$ cat src/rtl/mem_access_ctrl.sv
// Memory-stage load/store controller: traps misaligned accesses, drives a
// single-outstanding SRAM-like data bus and returns extended load data.
module mem_access_ctrl #(
  parameter int ADDR_W = 32
) (
  input  logic              clk,
  input  logic              rst,
  input  logic              memtoreg,
  input  logic              memwrite,
  input  logic [2:0]        fc,
  input  logic              flush,
  input  logic [ADDR_W-1:0] addr,
  input  logic [31:0]       wdata,
  output logic              data_req,
  output logic              data_wr,
  output logic [1:0]        data_size,
  output logic [ADDR_W-1:0] data_addr,
  output logic [31:0]       data_wdata,
  input  logic              data_addr_ok,
  input  logic              data_data_ok,
  input  logic [31:0]       data_rdata,
  output logic              stall,
  output logic [31:0]       rdata,
  output logic              rdata_valid,
  output logic              adel,
  output logic              ades,
  output logic [ADDR_W-1:0] badvaddr
);

  typedef enum logic [1:0] {S_IDLE, S_REQ, S_WAIT, S_DONE} state_t;
  state_t state, state_nx;

  logic        mem_en, is_store, mis, go, discard;
  logic [1:0]  size;
  logic [2:0]  fc_q;
  logic [1:0]  a_q;
  logic [31:0] fmt_wdata, ext;
  logic [7:0]  lane_b;
  logic [15:0] lane_h;

  assign mem_en   = (memtoreg | memwrite) & ~flush;
  assign is_store = fc[2] & (fc[1] | fc[0]);

  always_comb begin
    size = 2'd0;
    case (fc)
      3'b010, 3'b011, 3'b110: size = 2'd1;
      3'b100, 3'b111:         size = 2'd2;
      default:                size = 2'd0;
    endcase
  end

  assign mis      = ((size == 2'd1) & addr[0]) | ((size == 2'd2) & (|addr[1:0]));
  assign go       = (state == S_IDLE) & mem_en & ~mis;
  assign adel     = (state == S_IDLE) & mem_en & mis & ~is_store;
  assign ades     = (state == S_IDLE) & mem_en & mis & is_store;
  assign badvaddr = addr;

  always_comb begin
    fmt_wdata = wdata;
    case (size)
      2'd0:    fmt_wdata = {4{wdata[7:0]}};
      2'd1:    fmt_wdata = {2{wdata[15:0]}};
      default: fmt_wdata = wdata;
    endcase
  end

  // Load extraction keys off the address/code captured at issue, not the live inputs.
  assign lane_b = data_rdata[{a_q, 3'b000} +: 8];
  assign lane_h = a_q[1] ? data_rdata[31:16] : data_rdata[15:0];

  always_comb begin
    ext = data_rdata;
    case (fc_q)
      3'b000:  ext = {{24{lane_b[7]}}, lane_b};
      3'b001:  ext = {24'h0, lane_b};
      3'b010:  ext = {{16{lane_h[15]}}, lane_h};
      3'b011:  ext = {16'h0, lane_h};
      default: ext = data_rdata;
    endcase
  end

  always_ff @(posedge clk or posedge rst) begin
    if (rst) state <= S_IDLE;
    else     state <= state_nx;
  end

  always_comb begin
    state_nx = state;
    case (state)
      S_IDLE: if (go) state_nx = S_REQ;
      S_REQ: begin
        if (data_addr_ok) state_nx = S_WAIT;
        else if (flush)   state_nx = S_IDLE;
      end
      S_WAIT: if (data_data_ok) state_nx = S_DONE;
      S_DONE: state_nx = S_IDLE;
      default: state_nx = S_IDLE;
    endcase
  end

  // Stall is forced low under reset so the pipeline is released immediately.
  always_comb begin
    stall       = ~rst & (go | (state == S_REQ) | (state == S_WAIT));
    rdata_valid = (state == S_DONE) & ~data_wr & ~discard;
  end

  always_ff @(posedge clk or posedge rst) begin
    if (rst) begin
      data_req   <= 1'b0;
      data_wr    <= 1'b0;
      data_size  <= 2'd0;
      data_addr  <= '0;
      data_wdata <= 32'h0;
      fc_q       <= 3'd0;
      a_q        <= 2'd0;
      rdata      <= 32'h0;
      discard    <= 1'b0;
    end else begin
      data_req <= (state_nx == S_REQ);
      if (go) begin
        data_addr  <= addr;
        data_size  <= size;
        data_wr    <= is_store;
        data_wdata <= fmt_wdata;
        fc_q       <= fc;
        a_q        <= addr[1:0];
      end
      if ((state == S_WAIT) && data_data_ok) rdata <= ext;
      if (state_nx == S_IDLE)
        discard <= 1'b0;
      else if (((state == S_REQ) && data_addr_ok && flush) || ((state == S_WAIT) && flush))
        discard <= 1'b1;
    end
  end

endmodule

$ cat config.mk
export PLATFORM = sky130hd
export DESIGN_NAME = mem_access_ctrl
export DESIGN_NICKNAME = d
export VERILOG_FILES = /design/src/rtl/mem_access_ctrl.sv
export SDC_FILE = /design/constraint.sdc
export NUM_CORES = 1
export LEC_CHECK = 0
export BUFFER_PORTS_ARGS = -buffer_cell sky130_fd_sc_hd__buf_4
export CORE_ASPECT_RATIO = 0.9
export CORE_MARGIN = 10
export CORE_UTILIZATION = 44
export CTS_CLUSTER_SIZE = 8
export DETAILED_ROUTE_END_ITERATION = 10
export HOLD_SLACK_MARGIN = 0.03
export PLACE_DENSITY = 0.78
export SETUP_SLACK_MARGIN = 0.1
export SLEW_MARGIN = 20
export SYNTH_ARGS = -nofsm -noshare
export SYNTH_HDL_FRONTEND = slang
export SYNTH_SLANG_ARGS = --single-unit
$ cat constraint.sdc
create_clock -name clk -period 2.71 [get_ports clk]
set_input_delay 0.1355 -clock clk [delete_from_list [all_inputs] [get_ports clk]]
set_output_delay 0.1355 -clock clk [all_outputs]
set_load 0.05 [all_outputs]
# [Word-level counts from Yosys, hierarchy flattened]
# Index checks and enable logic that the tools add are counted.
[word_totals] reg_bits=108 inputBits=106 output_inout_bits=136 elab_cells=72
[op_classes] eq_ne=14 shift=1 mux=11 bitwise_logic=23 reduce_logical=13
[ops] op="32-bit case mux with 4 select lines" count=1
[ops] op="32-bit case mux with 2 select lines" count=1
[ops] op="32-bit by 6-bit variable part select with 8-bit output" count=1
[ops] op="16-bit 2-to-1 mux" count=1
[ops] op="1-bit AND" count=12
[ops] op="3-bit by 2-bit equality test with 1-bit output, second input constant" count=4
[ops] op="3-bit equality test, second input constant" count=3
[ops] op="2-bit 2-to-1 mux" count=4
[ops] op="2-bit case mux with 4 select lines" count=1
[ops] op="2-bit by 1-bit equality test with 1-bit output, second input constant" count=3
[ops] op="2-bit equality test, second input constant" count=3
[ops] op="2-bit zero test" count=3
[ops] op="1-bit NOT" count=6
[ops] op="1-bit bitwise OR" count=5
[ops] op="1-bit logical AND" count=4
[ops] op="2-bit case mux with 2 select lines" count=1
[ops] op="2-bit OR reduction" count=2
[ops] op="3-bit by 1-bit equality test with 1-bit output, second input constant" count=1
[ops] op="3-bit zero test" count=1
[ops] op="3-bit OR reduction" count=1
[ops] op="1-bit 2-to-1 mux" count=2
[ops] op="2-bit nonzero test" count=1
[ops] op="1-bit logical OR" count=1

# [Depth between registers and ports, before layout]
[depth] ltp_word=12 ltp_mapped=7 depth_no_buf=4

# [Worst setup path after synthesis]
# Ideal clock, no wire load.
[synth_timing] path_type="register -> output" startpoint="register state[1]" endpoint="output stall" arrival_time_ns=2.008 t_required_ns=2.575 path_slack_ns=0.566 stages_incl_launch_ff=5 path_buffers=1 cell_sequence="dfrtp_1 > nor4_4 > nand3_1 > buf_2 > a31oi_1"
[synth_between] elab_chain_cells=6 word_cells_on_any_way=8 cone_classes="2 x eq/ne; 5 x bitwise; 1 x reduce/logical"
[synth_lines] element="from (decl)" line="31" text="state_t state, state_nx;"
[synth_lines] element="from (signal assigned)" line="85" text="else state <= state_nx;"
[synth_lines] element="2-bit zero test" line="54" text="assign go = (state == S_IDLE) & mem_en & ~mis;"
[synth_lines] element="1-bit AND (2 in series)" line="54"
[synth_lines] element="1-bit bitwise OR" line="104" text="stall = ~rst & (go | (state == S_REQ) | (state == S_WAIT));"
[synth_lines] element="1-bit bitwise OR *" line="104"
[synth_lines] element="1-bit AND *" line="104"
[synth_lines] element="to (decl)" line="22" text="output logic stall,"
# Mark *: on every way between the ends. The rest lies on a longest branch, timed or not.

# [Worst setup path after layout]
[layout_timing] startpoint="register state[1]" endpoint="register data_wdata[29]"
[layout_between] elab_chain_cells=3
[layout_lines] element="2-bit zero test" line="54"
[layout_lines] element="1-bit AND (2 in series)" line="54"
[layout_lines] element="to (signal assigned)" line="125" text="data_wdata <= fmt_wdata;"
[layout_lines] element="to (decl)" line="18" text="output logic [31:0] data_wdata,"
# Every way passes these cells.
# A chain may end at the register's enable or synchronous reset.

==> out/results.txt <==
Status -> finished clean
Avg Cell Area, Syn -> 11.24 um2
Num CTS Buffers -> 9
Clock transition at the registers of the reported paths -> 0.07 ns
Setup-failing EPs final -> 0
Pins over their slew limit -> 0
Reg2reg end -> data_wdata[29]
Finished Cell Area -> 0.007919 mm2
Final Wtd Congestion -> 0.8769
Largest area contributor in the netlist -> dfrtp_1
EDFF count, synth -> 0
DR pass1 iterations -> 4
HP Class -> in -> reg
Fin crit share -> 77.77%
Ant. Diodes -> 0
Final #Nets -> 839
Setup ws final -> 0.6026 ns
P per Cell Area -> 1361 mW/mm2
Vias in the first global route -> 5149
Combinational power share -> 59.9%
M1 WL -> 7092 um
Number of placement rows -> 39
HP Start -> addr[11]
Ys Warns -> 0
Switching power -> 5.378 mW
First-pass GRT wire length -> 28660 um
CTS root buf -> clkbuf_16
Die W -> 139.5 um
Worst EP arrival -> 2.33 ns
Top post-synthesis cells by count -> dfrtp_1, a21oi_1, o21ai_0, mux2_4, buf_4
Worst-path maximum fanout -> 26
Reg2Reg Depth -> 5
Predominant post-synthesis flop cell -> dfrtp_1
Total track usage -> 19.96%
P_int -> 5.399 mW
Clock sinks -> 106
Worst Tran Pin Value -> 0.8687 ns
Routed wl met3 -> 2230 um
I/O pins -> 242
Fraction of power spent switching nets -> 49.90%
Die Area -> 0.01779 mm2
Remaining antenna violation count -> 0
Placed cell count -> 857
Worst vdd ir -> 0.001068 V
Share of cells above drive strength 1 -> 47.43%
Leak -> 3.747 nW
Met2 wire length -> 8703 um
Mapped Cells -> 503
Initial antenna violation count -> 0
Worst Path Required -> 2.94 ns
Clk_lat worst skew -> 0.34 ns
Crit-path max cell delay -> 0.45 ns
CP startpoint kind -> register
Register bit total from synthesis -> 106
Minimum clock period -> 2.107 ns
Top cell type's share of synthesized area -> 46.92%
Die Y -> 127.5 um
IO Port Bufs -> 241
Area growth from synthesis to layout -> 40.08%
DR DRC count -> 0
Mapped Nets -> 609
CP Launch Point -> state[1]
H-tree lvl count -> 3
Fillcell total -> 1019
Top routing layer in use -> met4
Initial DRC count -> 326
Critical-path cell list -> nor4_4 > buf_4 > and3_4 > buf_12 > mux2_4
CP endpoint kind -> register
Sequential area share after synthesis -> 46.92%
RSZ-0062 raised after global routing -> no
Seq pwr share -> 27.6%
Wire length per cell -> 20.24 um
Flop-to-flop setup slack -> 0.60 ns
Mapped cell area -> 0.005653 mm2
Placed inst area -> 0.007322 mm2
Clk pwr share -> 12.4%
Via count -> 4781
Crit path kind -> reg -> reg
Fmax -> 0.4745 GHz
Largest net degree at the start of global routing -> 58
Initial Util -> 44.73%
Hold Vio Cnt, Final -> 0
Slowest CP cell -> dfrtp_1
Synth top area cells -> dfrtp_1, mux2_4, a21oi_1
Slew Limit Headroom -> 42.09%
Synth async-reset ratio -> 100.0%
Hold Path Sink -> data_addr[11]
Number of vias per cell -> 5.300
Total of max-cap violations -> 0
Core area -> 0.01264 mm2
Global route overflow -> 0
Setup TNS -> 0 ns
Most frequent cell after synthesis -> dfrtp_1
Detailed placement HPWL -> 13740 um
Total Wirelength -> 18260 um
Clock Skew -> 0.005011 ns
Layout Cells excl Fill -> 902
Synth cell types -> 42
Clock buffer depth -> 2
Hold Path Depth -> 2
CTS tree -> done
RR Startpoint -> state[1]
Pre-CTS setup slack -> 0.6048 ns
==> flip-flops by register name, indices dropped and copies added, names as in the netlist <==
name and flops:
data_wdata 32, rdata 32, fc_q 3, discard 1, state 2, data_addr 32, data_req 1, data_wr 1
data_size 2
==> power groups by stage <==
stage	clock network (mW)	registers, mW	logic [mW]
global route	1.44	3.09	6.80
CTS	1.37	2.98	6.50
floorplan	0	5.47	1.99
detailed placement	0	2.97	6.48
finish	1.34	2.98	6.46
global placement	0	2.95	6.37
==> placed cells by master (no fill, tap or decap), types with 6 or more instances in the layout <==
cell type,count
a21oi_1,55
a31oi_1,8
and3_1,8
buf_4,251
clkbuf_16,9
dfrtp_1,106
dlygate4sd3_1,29
inv_1,6
mux2_2,22
mux2_4,50
mux2i_1,14
nand2_1,22
nand2b_1,11
nand3b_1,9
nor2_1,22
nor2b_1,12
o21ai_0,53
or3_1,14
==> worst max-delay path by stage <==
stage / to / slack (ns) / cells after the start
final: data_wdata[29] / 0.60 / 5
after global routing: data_addr[18] / 0.50 / 5
after CTS: data_wdata[19] / 0.60 / 5
after detailed placement: data_wdata[19] / 0.60 / 6
after global placement: data_addr[15] / 0.66 / 5
after floorplan: stall / 0.57 / 4
==> what timing repair did <==
action                    in CTS  in global routing
gates resized for setup        0                  0
hold buffers                  29                  0
setup buffers                  0                  0
hold endpoints to repair      77                  0
==> cells by family after synthesis <==
family,count (synthesis),synth area share [%]
AOI/OAI and AO/OA,130,12.84
and+or+nand+nor,108,10.58
DFF,106,46.92
muxes,88,20.74
buffers and inverters,70,8.765
xor gates and xnor gates,1,0.1550
==> worst max-delay path: cells and delay by family (launching register included) <==
kind	cells	cell delay, ns
flops	1	0.45
buf+inv	2	0.47
mux	1	0.32
simple gates	2	0.74
==> through the flow <==
step                      total power, mW  utilization (%)  hold WS [ns]
after floorplan                     7.464                -        0.2702
after global placement              9.327            57.93        0.3619
after detailed placement            9.453            57.93        0.3694
after CTS                           10.86            62.66       0.03391
after global routing                11.33            62.66       0.03993
final                               10.78            62.66       0.05236
==> layer usage <==
metal,up-vias,track usage (%)
met5,-,0
met4,0,4.476
met3,19,11.15
met2,253,32.37
met1,2311,22.60
li1,2198,-
==> cell type report <==
class / instances / area (um2) / area share [%]
timing repair buffer: 282 / 2215 / 27.97
clock buffer: 13 / 260.3 / 3.286
multi-input combinational: 327 / 2510 / 31.70
clock inverter: 3 / 46.29 / 0.5846
inverter: 7 / 30.03 / 0.3792
tap: 164 / 205.2 / 2.591
sequential: 106 / 2653 / 33.50
Note: power is estimated with default switching activity, not from simulation.
